[config.mk]
export PLATFORM = sky130hd
export DESIGN_NAME = find_bw_left_edge
export DESIGN_NICKNAME = d
export VERILOG_FILES = /design/src/rtl/find_bw_pkg.sv /design/src/rtl/find_bw_left_edge.sv
export SDC_FILE = /design/constraint.sdc
export NUM_CORES = 1
export LEC_CHECK = 0
export BUFFER_PORTS_ARGS = -buffer_cell sky130_fd_sc_hd__buf_4
export CAP_MARGIN = 25
export CORE_AREA = 3 3 348 350
export DETAILED_ROUTE_END_ITERATION = 8
export DIE_AREA = 0 0 351 353
export HOLD_SLACK_MARGIN = 0.08
export PLACE_DENSITY = 0.4
export SETUP_SLACK_MARGIN = 0.2
export SYNTH_ARGS = -nofsm -noshare
export SYNTH_HDL_FRONTEND = slang
export SYNTH_SLANG_ARGS = --single-unit
[constraint.sdc]
create_clock -name clk_i -period 8.05 [get_ports clk_i]
set_input_delay 0.4025 -clock clk_i [delete_from_list [all_inputs] [get_ports clk_i]]
set_output_delay 0.4025 -clock clk_i [all_outputs]
set_load 0.005 [all_outputs]
[src/rtl/find_bw_pkg.sv]
// Shared types and default widths for the bandwidth left-edge search.
package find_bw_pkg;

    localparam int unsigned DefAccumWidth   = 18;
    localparam int unsigned DefFreqBinWidth = 16;
    localparam int unsigned DefNumAccums    = 24;

    typedef enum logic [1:0] {
        StIdle,
        StFindPeak,
        StScanLeft,
        StDone
    } find_bw_state_e;

endpackage

[src/rtl/find_bw_left_edge.sv]
// Finds the spectral peak, then walks toward lower frequencies until the power
// drops THRESHOLD_DB below it; reports the straddling bin pair.
module find_bw_left_edge
    import find_bw_pkg::*;
#(
    parameter int unsigned ACCUM_WIDTH    = DefAccumWidth,
    parameter int unsigned FREQ_BIN_WIDTH = DefFreqBinWidth,
    parameter int          THRESHOLD_DB   = 7680,
    parameter int unsigned NUM_ACCUMS     = DefNumAccums
) (
    input  logic                             clk_i,
    input  logic                             rst_ni,
    input  logic                             start_i,
    input  logic signed [ACCUM_WIDTH-1:0]    accumulator_val_i [NUM_ACCUMS],
    input  logic        [FREQ_BIN_WIDTH-1:0] freq_bin_i        [NUM_ACCUMS],
    output logic        [FREQ_BIN_WIDTH-1:0] f1_o,
    output logic        [FREQ_BIN_WIDTH-1:0] f2_o,
    output logic signed [ACCUM_WIDTH-1:0]    L1_o,
    output logic signed [ACCUM_WIDTH-1:0]    L2_o,
    output logic                             valid_o,
    output logic                             busy_o
);

    localparam int unsigned IdxW = (NUM_ACCUMS > 1) ? $clog2(NUM_ACCUMS) : 1;
    localparam logic [IdxW-1:0] LastIdx = IdxW'(NUM_ACCUMS - 1);
    localparam logic signed [ACCUM_WIDTH:0] Thresh = (ACCUM_WIDTH+1)'(THRESHOLD_DB);

    find_bw_state_e state_q, state_d;
    logic [IdxW-1:0] idx_q, idx_d;
    logic [IdxW-1:0] peak_q, peak_d;
    logic signed [ACCUM_WIDTH-1:0] max_q, max_d;
    logic [FREQ_BIN_WIDTH-1:0] f1_q, f1_d, f2_q, f2_d;
    logic signed [ACCUM_WIDTH-1:0] l1_q, l1_d, l2_q, l2_d;

    logic signed [ACCUM_WIDTH-1:0] cur_val;
    logic signed [ACCUM_WIDTH:0] cur_ext, max_ext, target;

    // One extra bit keeps peak - threshold from wrapping for very low peaks.
    assign cur_val = accumulator_val_i[idx_q];
    assign cur_ext = {cur_val[ACCUM_WIDTH-1], cur_val};
    assign max_ext = {max_q[ACCUM_WIDTH-1], max_q};
    assign target  = max_ext - Thresh;

    always_comb begin
        state_d = state_q;
        idx_d   = idx_q;
        peak_d  = peak_q;
        max_d   = max_q;
        f1_d    = f1_q;
        f2_d    = f2_q;
        l1_d    = l1_q;
        l2_d    = l2_q;
        unique case (state_q)
            StIdle: begin
                if (start_i) begin
                    state_d = StFindPeak;
                    idx_d   = '0;
                end
            end
            StFindPeak: begin
                if (idx_q == '0 || cur_val > max_q) begin
                    max_d  = cur_val;
                    peak_d = idx_q;
                end
                if (idx_q == LastIdx) begin
                    if (peak_d == '0) begin
                        f1_d    = freq_bin_i[0];
                        f2_d    = freq_bin_i[0];
                        l1_d    = accumulator_val_i[0];
                        l2_d    = accumulator_val_i[0];
                        state_d = StDone;
                    end else begin
                        idx_d   = peak_d - IdxW'(1);
                        state_d = StScanLeft;
                    end
                end else begin
                    idx_d = idx_q + IdxW'(1);
                end
            end
            StScanLeft: begin
                if (cur_ext <= target) begin
                    f1_d    = freq_bin_i[idx_q];
                    l1_d    = cur_val;
                    f2_d    = freq_bin_i[idx_q + IdxW'(1)];
                    l2_d    = accumulator_val_i[idx_q + IdxW'(1)];
                    state_d = StDone;
                end else if (idx_q == '0) begin
                    f1_d    = freq_bin_i[0];
                    f2_d    = freq_bin_i[0];
                    l1_d    = accumulator_val_i[0];
                    l2_d    = accumulator_val_i[0];
                    state_d = StDone;
                end else begin
                    idx_d = idx_q - IdxW'(1);
                end
            end
            StDone: begin
                state_d = StIdle;
            end
            default: begin
                state_d = StIdle;
            end
        endcase
    end

    always_ff @(posedge clk_i or negedge rst_ni) begin
        if (!rst_ni) begin
            state_q <= StIdle;
            idx_q   <= '0;
            peak_q  <= '0;
            max_q   <= '0;
            f1_q    <= '0;
            f2_q    <= '0;
            l1_q    <= '0;
            l2_q    <= '0;
        end else begin
            state_q <= state_d;
            idx_q   <= idx_d;
            peak_q  <= peak_d;
            max_q   <= max_d;
            f1_q    <= f1_d;
            f2_q    <= f2_d;
            l1_q    <= l1_d;
            l2_q    <= l2_d;
        end
    end

    assign f1_o    = f1_q;
    assign f2_o    = f2_q;
    assign L1_o    = l1_q;
    assign L2_o    = l2_q;
    assign valid_o = (state_q == StDone);
    assign busy_o  = (state_q == StFindPeak) || (state_q == StScanLeft);

endmodule

==> results of run 1 <==
-- cells in the mapped netlist, drive strengths merged, types with 2 or more instances --
library cell / n
o22ai: 3
a21o: 3
nor2: 64
o211a: 3
a31oi: 2
ha: 37
mux2: 73
dfrtp: 98
o31ai: 3
xnor2: 10
or3: 3
o211ai: 5
a311oi: 2
nor3: 6
o21a: 3
a22oi: 34
nand3: 12
xor2: 2
nand3b: 2
nor2b: 21
or4: 3
inv: 29
nand2: 188
mux2i: 21
buf: 83
mux4: 476
a211oi: 8
o21ai: 45
nand4: 5
clkinv: 2
and3: 6
a21oi: 106
clkbuf: 78
-- worst max path at each step --
| stage | to | startpoint | slack (ns) | depth (start not counted) |
|---|---|---|---|---|
| 6_report | f2_o[4] | idx_q[0] | 1.14 | 19 |
| 5_1_grt | f2_o[4] | idx_q[0] | 0.77 | 18 |
| 4_1_cts | f2_o[4] | idx_q[3] | 1.04 | 18 |
| 3_5_place_dp | f2_o[2] | idx_q[3] | 1.06 | 18 |
| 3_3_place_gp | f2_o[3] | idx_q[3] | 0.89 | 18 |
| 2_1_floorplan | L1_o[10] | idx_q[0] | 2.42 | 21 |
-- power breakdown --
group	switching [mW]	internal (mW)	total [mW]	leakage, nW
sequential	0.219	0.742	0.960	1.17
clock	0.263	0.222	0.485	0.149
combinational	3.15	3.14	6.29	9.52
-- worst max-delay path, delay by kind of cell, from the launching register on --
family | cells | cell delay (ns)
muxes | 4 | 1.79
DFF | 1 | 0.83
AOI/OAI and AO/OA | 6 | 1.45
and+or+nand+nor | 5 | 1.11
adders and majority gates | 2 | 0.67
buffers and inverters | 2 | 0.83
-- cells by family after synthesis --
logic type	synth area share, %
compound gates	7.54
simple gates	7.29
fa+ha+maj	2.51
mux	64.3
buf+inv	4.53
xor+xnor	0.570
flops	13.3
-- routing by layer --
metal	GRT usage [%]	vias to the layer above
li1	-	7772
met1	25.1	9910
met2	33.7	933
met3	4.65	127
met4	5.06	14
met5	0	-
-- final cells by class --
type                       instances  area [µm²]
fill                           12700       90700
multi-input combinational       1164       15200
timing repair buffer             949        7270
sequential                        98        2460
tap                             1536        1920
clock buffer                       9         225
inverter                          31         119
clock inverter                     7        81.3
antenna                           29        72.6
-- per-stage QoR --
stage	hold WS, ns	instances	setup slack (ns)
after CTS	0.381	3792	1.04
after detailed placement	0.358	3775	1.06
after global placement	0.360	3771	0.893
final	0.415	3823	1.14
after floorplan	0.107	1454	2.42
after global routing	0.422	3811	0.768
-- sequential cells by signal (all words and copies together), names as in the netlist --
signal	flops
L1_o	18
L2_o	18
max_q	18
f1_o	16
f2_o	16
idx_q	5
peak_q	5
state_q	2
==> metrics.log, run 1 <==
INFO  metric status = finished, final reports clean
INFO  metric post_cts_setup_repair_buffer_count = 0
INFO  metric startpoint_type = flip-flop
INFO  metric min_period = 6.91 ns
INFO  metric dr_wl_met2 = 63.5 mm
INFO  metric worst_ep_required_time = 8.33 ns
INFO  metric wl_met1 = 50.7 mm
INFO  metric min_path_cells = 4
INFO  metric detail_route.wirelength = 127 mm
INFO  metric critical_path.max_fanout = 38
INFO  metric synth.area.top_cells = sky130_fd_sc_hd__mux4_2 (58%), sky130_fd_sc_hd__dfrtp_1 (13%), sky130_fd_sc_hd__nand2_1 (3.8%)
INFO  metric final_core_utilization = 23.2%
INFO  metric holdPathEnd = L1_o[13]
INFO  metric ff2ff_setup_slack = 1.14 ns
INFO  metric slew_limit_headroom = 33.2%
INFO  metric floorplan.initialDensity = 15.6%
INFO  metric top_signal_layer_used = met5
INFO  metric die_area = 124000 µm²
INFO  metric fp-row-count = 126
INFO  metric worst_slew_pin_slew = 1.00 ns
INFO  metric global_route.usage.total = 19.8%
INFO  metric synth.yosys.seq_area_share = 13.3%
INFO  metric finalCritPeriodShare = 85.9%
INFO  metric drv_cap = 0
INFO  metric reg2reg_to = f2_o[4]
INFO  metric vdd_drop_max = 0.000128 V
INFO  metric design.final.nets = 3109
INFO  metric critical_path.reg2reg.startpoint = idx_q[0]
INFO  metric timing.clock.skew = 0.0179 ns
INFO  metric postRouteAntennaNets = 0
INFO  metric finalWeightedCongestion = 0.892
INFO  metric cts_repair_resize_count = 0
INFO  metric detailroute.via_count = 18800
INFO  metric worstPathArrival = 7.19 ns
INFO  metric critical_path_class = flip-flop to flip-flop
INFO  metric grt.overflow.total = 0
INFO  metric timing.fmax = 145 MHz
INFO  metric ioPinCount = 889
INFO  metric cts_root_buffer = sky130_fd_sc_hd__clkbuf_16
INFO  metric design.core.area = 118000 µm²
INFO  metric syn_to_final_growth = 48.5%
INFO  metric grt_first_pass_wirelength = 169 mm
INFO  metric syn_nets = 2310
INFO  metric synth.cell_area = 18400 µm²
INFO  metric first_drt_iteration_drcs = 1552
INFO  metric cts_max_level = 3
INFO  metric chipHeight = 353 µm
INFO  metric report.final.hold_viol_count = 0
INFO  metric max-clock-path-buffers = 2
INFO  metric cts_tree = yes
INFO  metric critical_path.slowest_cell = sky130_fd_sc_hd__dfrtp_4
INFO  metric post_synth.cell_area_avg = 12.7 µm²
INFO  metric hold_class = primary input to flip-flop
INFO  metric route.detailed.vias_per_inst = 4.91
INFO  metric powerDensity = 283 nW/µm²
INFO  metric post_synth_num_cell_types = 63
INFO  metric tritoncts_num_sinks = 98
INFO  metric wire_per_inst = 33.2 µm
INFO  metric rsz0062_at_grt = false
INFO  metric p_total = 7.74 mW
INFO  metric cts_made_buffers = 9
INFO  metric primary_flip_flop_cell_chosen_by_synthesis_mapping = sky130_fd_sc_hd__dfrtp_1
INFO  metric grt_antenna_before_repair = 63
INFO  metric final_area = 27400 µm²
INFO  metric ys_warn_count = 0
INFO  metric layout_commonest_cell = sky130_fd_sc_hd__buf_4
INFO  metric synth_top_area_share = 58.2%
INFO  metric critPathMaxStageDelay = 0.83 ns
INFO  metric worst_r2r_path_depth = 19
INFO  metric hold_buffers = 1
INFO  metric crit_chain = buf_4, mux4_2, mux4_2, nand2_1, o21ai_0, ha_1, nand3_1, or3_1, o31ai_1, a21o_2, o211a_1, nor2_1, a21oi_1, ha_1, or3b_2, mux2i_4, a31oi_4, buf_12, mux2_4
INFO  metric first_global_vias = 19500
INFO  metric detailedRoute.firstPassIterationCount = 6
INFO  metric route.detailed.drc = 0
INFO  metric final-setup-viol-count = 0
INFO  metric drive_gt1_share = 68.0%
INFO  metric die_x = 351 µm
INFO  metric asyncSetResetFlopFracSynth = 100%
INFO  metric number_of_synthesized_flops_with_an_enable_pin = 0
INFO  metric hpwlAfterDp = 108 mm
INFO  metric finalMaxSlewViolations = 0
INFO  metric grt_max_degree = 108
INFO  metric synth_cells = 1454
INFO  metric timing.critical_path.to_type = flip-flop
INFO  metric route.met3.wl = 9.98 mm
INFO  metric latest_clock_arrival_within_the_worst_skew_pair = 0.40 ns
INFO  metric layout.cells.most_common_list = sky130_fd_sc_hd__buf_4 (933), sky130_fd_sc_hd__mux4_2 (476), sky130_fd_sc_hd__nand2_1 (187), sky130_fd_sc_hd__a21oi_1 (105), sky130_fd_sc_hd__dfrtp_1 (95)
INFO  metric final.setup.tns = 0 ns
INFO  metric clkSlewWorstSetupHoldPaths = 0.09 ns
INFO  metric yosys_register_bits = 98
INFO  metric postPlaceCellArea = 26900 µm²
INFO  metric worst_min_path_start = accumulator_val_i[427]
INFO  metric p_leak = 10.8 nW
INFO  metric numPortBuffers = 888
INFO  metric synth_largest_area_cell = sky130_fd_sc_hd__mux4_2
Note: power is estimated with default switching activity, not from simulation.
==> run 2: changes to the inputs <==
--- a/config.mk
+++ b/config.mk
@@ -11,7 +11,7 @@
 export DETAILED_ROUTE_END_ITERATION = 8
 export DIE_AREA = 0 0 351 353
 export HOLD_SLACK_MARGIN = 0.08
-export PLACE_DENSITY = 0.4
+export PLACE_DENSITY = 0.44
 export SETUP_SLACK_MARGIN = 0.2
 export SYNTH_ARGS = -nofsm -noshare
 export SYNTH_HDL_FRONTEND = slang
==> metrics.log, run 2 (synthesized netlist as in run 1, its figures left out) <==
INFO  metric tritoncts_num_sinks = 98
INFO  metric worstPathArrival = 7.18 ns
INFO  metric p_switching = 3.78 mW
INFO  metric global_route.usage.total = 19.4%
INFO  metric layout.cells.most_common_list = sky130_fd_sc_hd__buf_4 (944), sky130_fd_sc_hd__mux4_2 (476), sky130_fd_sc_hd__nand2_1 (187), sky130_fd_sc_hd__a21oi_1 (105), sky130_fd_sc_hd__dfrtp_1 (95)
INFO  metric worst_min_path_start = accumulator_val_i[417]
INFO  metric timing.clock.skew = 0.0269 ns
INFO  metric timing.fmax = 145 MHz
INFO  metric drv_cap = 0
INFO  metric finalMaxSlewViolations = 0
INFO  metric grt_max_degree = 79
INFO  metric design.final.nets = 3115
INFO  metric postPlaceCellArea = 27000 µm²
INFO  metric clkSlewWorstSetupHoldPaths = 0.08 ns
INFO  metric final-setup-viol-count = 0
INFO  metric hold_class = primary input to flip-flop
INFO  metric power.share.sequential = 12.0%
INFO  metric worst_slew_pin_slew = 0.974 ns
INFO  metric detailedRoute.firstPassIterationCount = 5
INFO  metric postRouteAntennaNets = 0
INFO  metric fp-row-count = 126
INFO  metric internal_power = 4.15 mW
INFO  metric status = finished, final reports clean
INFO  metric first_drt_iteration_drcs = 1517
INFO  metric critical_path.reg2reg.startpoint = idx_q[0]
INFO  metric first_global_vias = 19300
INFO  metric holdPathEnd = L1_o[3]
INFO  metric placement.setup.worst_slack = 1.26 ns
INFO  metric worst_r2r_path_depth = 19
INFO  metric worst_slack = 1.16 ns
INFO  metric p_leak = 10.9 nW
INFO  metric hpwlAfterDp = 106 mm
INFO  metric final.setup.tns = 0 ns
INFO  metric final_area = 27400 µm²
INFO  metric vdd_drop_max = 0.000155 V
INFO  metric clock_power_share = 6.6%
INFO  metric latest_clock_arrival_within_the_worst_skew_pair = 0.41 ns
INFO  metric worst_ep_required_time = 8.34 ns
INFO  metric cts_max_level = 3
INFO  metric powerDensity = 290 nW/µm²
INFO  metric comb_power_share = 81.5%
INFO  metric floorplan.initialDensity = 15.6%
INFO  metric min_path_cells = 4
INFO  metric syn_to_final_growth = 48.6%
INFO  metric wire_per_inst = 32.7 µm
INFO  metric ioPinCount = 889
INFO  metric critical_path_class = flip-flop to flip-flop
INFO  metric route.detailed.drc = 0
INFO  metric route.detailed.vias_per_inst = 4.80
INFO  metric finalCritPeriodShare = 85.6%
INFO  metric drive_gt1_share = 68.1%
INFO  metric numPortBuffers = 888
INFO  metric cts_tree = yes
INFO  metric layout_commonest_cell = sky130_fd_sc_hd__buf_4
INFO  metric chipHeight = 353 µm
INFO  metric max-clock-path-buffers = 2
INFO  metric cts_made_buffers = 9
INFO  metric startpoint_type = flip-flop
INFO  metric slew_limit_headroom = 35.1%
INFO  metric finalHoldWorstSlack = 0.418 ns
INFO  metric net_switching_share_of_the_total_power = 47.6%
INFO  metric cts_repair_resize_count = 0
INFO  metric finalWeightedCongestion = 0.928
INFO  metric die_x = 351 µm
INFO  metric nFillCells = 12700
INFO  metric die_area = 124000 µm²
INFO  metric min_period = 6.89 ns
INFO  metric grt_first_pass_wirelength = 164 mm
INFO  metric ff2ff_setup_slack = 1.16 ns
INFO  metric reg2reg_to = f2_o[13]
INFO  metric rsz0062_at_grt = false
INFO  metric detailroute.via_count = 18300
INFO  metric timing.critical_path.to_type = flip-flop
INFO  metric report.final.hold_viol_count = 0
INFO  metric cts_root_buffer = sky130_fd_sc_hd__clkbuf_16
INFO  metric design.core.area = 118000 µm²
INFO  metric detail_route.wirelength = 125 mm
INFO  metric grt.overflow.total = 0
INFO  metric grt_antenna_before_repair = 44
INFO  metric critical_path.max_fanout = 45
run 2: cell count changes in the layout (fill, tap and decap cells not counted), moves of 2 or more:
cell	previous run	this run
sky130_fd_sc_hd__buf_12	10	7
sky130_fd_sc_hd__clkinv_8	2	0
sky130_fd_sc_hd__buf_2	2	0
sky130_fd_sc_hd__diode_2	29	21
sky130_fd_sc_hd__buf_4	933	944
run 2: what timing repair did:
action,CTS,global route
hold buffers,1,0
hold endpoints to repair,57,0
setup endpoints to repair,0,0
buffers inserted,0,0
run 2: worst max path at each step:
| stage | end | cells after the start | slack, ns | start |
|---|---|---|---|---|
| floorplan | L1_o[10] | 21 | 2.42 | idx_q[0] |
| global placement | f2_o[14] | 18 | 0.88 | idx_q[0] |
| detailed placement | f2_o[4] | 19 | 1.26 | idx_q[0] |
| CTS | L1_o[15] | 19 | 1.23 | idx_q[0] |
| global route | f1_o[11] | 19 | 0.78 | idx_q[0] |
| finish | f2_o[13] | 19 | 1.16 | idx_q[0] |
run 2: critical path: stages, from the launching register on:
cell and delay, ns:
sky130_fd_sc_hd__dfrtp_4 1.00, sky130_fd_sc_hd__buf_4 0.37, sky130_fd_sc_hd__mux4_2 0.53, sky130_fd_sc_hd__mux4_2 0.59, sky130_fd_sc_hd__nand2_1 0.13, sky130_fd_sc_hd__o21ai_0 0.22
sky130_fd_sc_hd__ha_1 0.41, sky130_fd_sc_hd__nand2_1 0.07, sky130_fd_sc_hd__or3_1 0.34, sky130_fd_sc_hd__o31ai_1 0.21, sky130_fd_sc_hd__a21o_2 0.17, sky130_fd_sc_hd__o211a_1 0.40
sky130_fd_sc_hd__nor2_1 0.07, sky130_fd_sc_hd__a21oi_1 0.14, sky130_fd_sc_hd__ha_1 0.22, sky130_fd_sc_hd__or3b_2 0.49, sky130_fd_sc_hd__mux2i_4 0.31, sky130_fd_sc_hd__a31oi_4 0.29
sky130_fd_sc_hd__buf_12 0.28, sky130_fd_sc_hd__mux2_2 0.36
run 2: routing by layer:
metal | GRT usage (%) | share of wire (%) | up-vias
met3 | 6.13 | 8.8 | 110
met5 | 0 | 0.17 | -
met4 | 5.00 | 2.3 | 34
met2 | 34.9 | 52 | 845
li1 | - | - | 7774
met1 | 21.9 | 37 | 9562
run 2: power by group through the flow:
stage          Sequential, mW  Combinational, mW  Clock (mW)
6_report                0.948               6.46       0.522
2_1_floorplan           0.877               4.09           0
3_5_place_dp            0.958               6.59           0
5_1_grt                 0.979               6.98       0.557
3_3_place_gp            0.952               6.59           0
4_1_cts                 0.952               6.61       0.548
run 2: final cells by class:
cell class	count	area, µm²	area share, %
flip-flops and latches	98	2460	9.00
multi-input cells	1164	15200	55.6
clock inverters	7	90.1	0.329
inverters	31	119	0.434
well taps	1536	1920	7.02
repair buffers	955	7290	26.6
clock buffers	9	225	0.823
diodes	21	52.6	0.192
run 2: metrics by stage:
stage	power [mW]	std cells	util, %
after floorplan	4.97	1454	-
after global placement	7.54	3780	22.8
after detailed placement	7.54	3782	22.8
after CTS	8.11	3799	23.1
after global routing	8.51	3807	23.2
final	7.93	3821	23.2
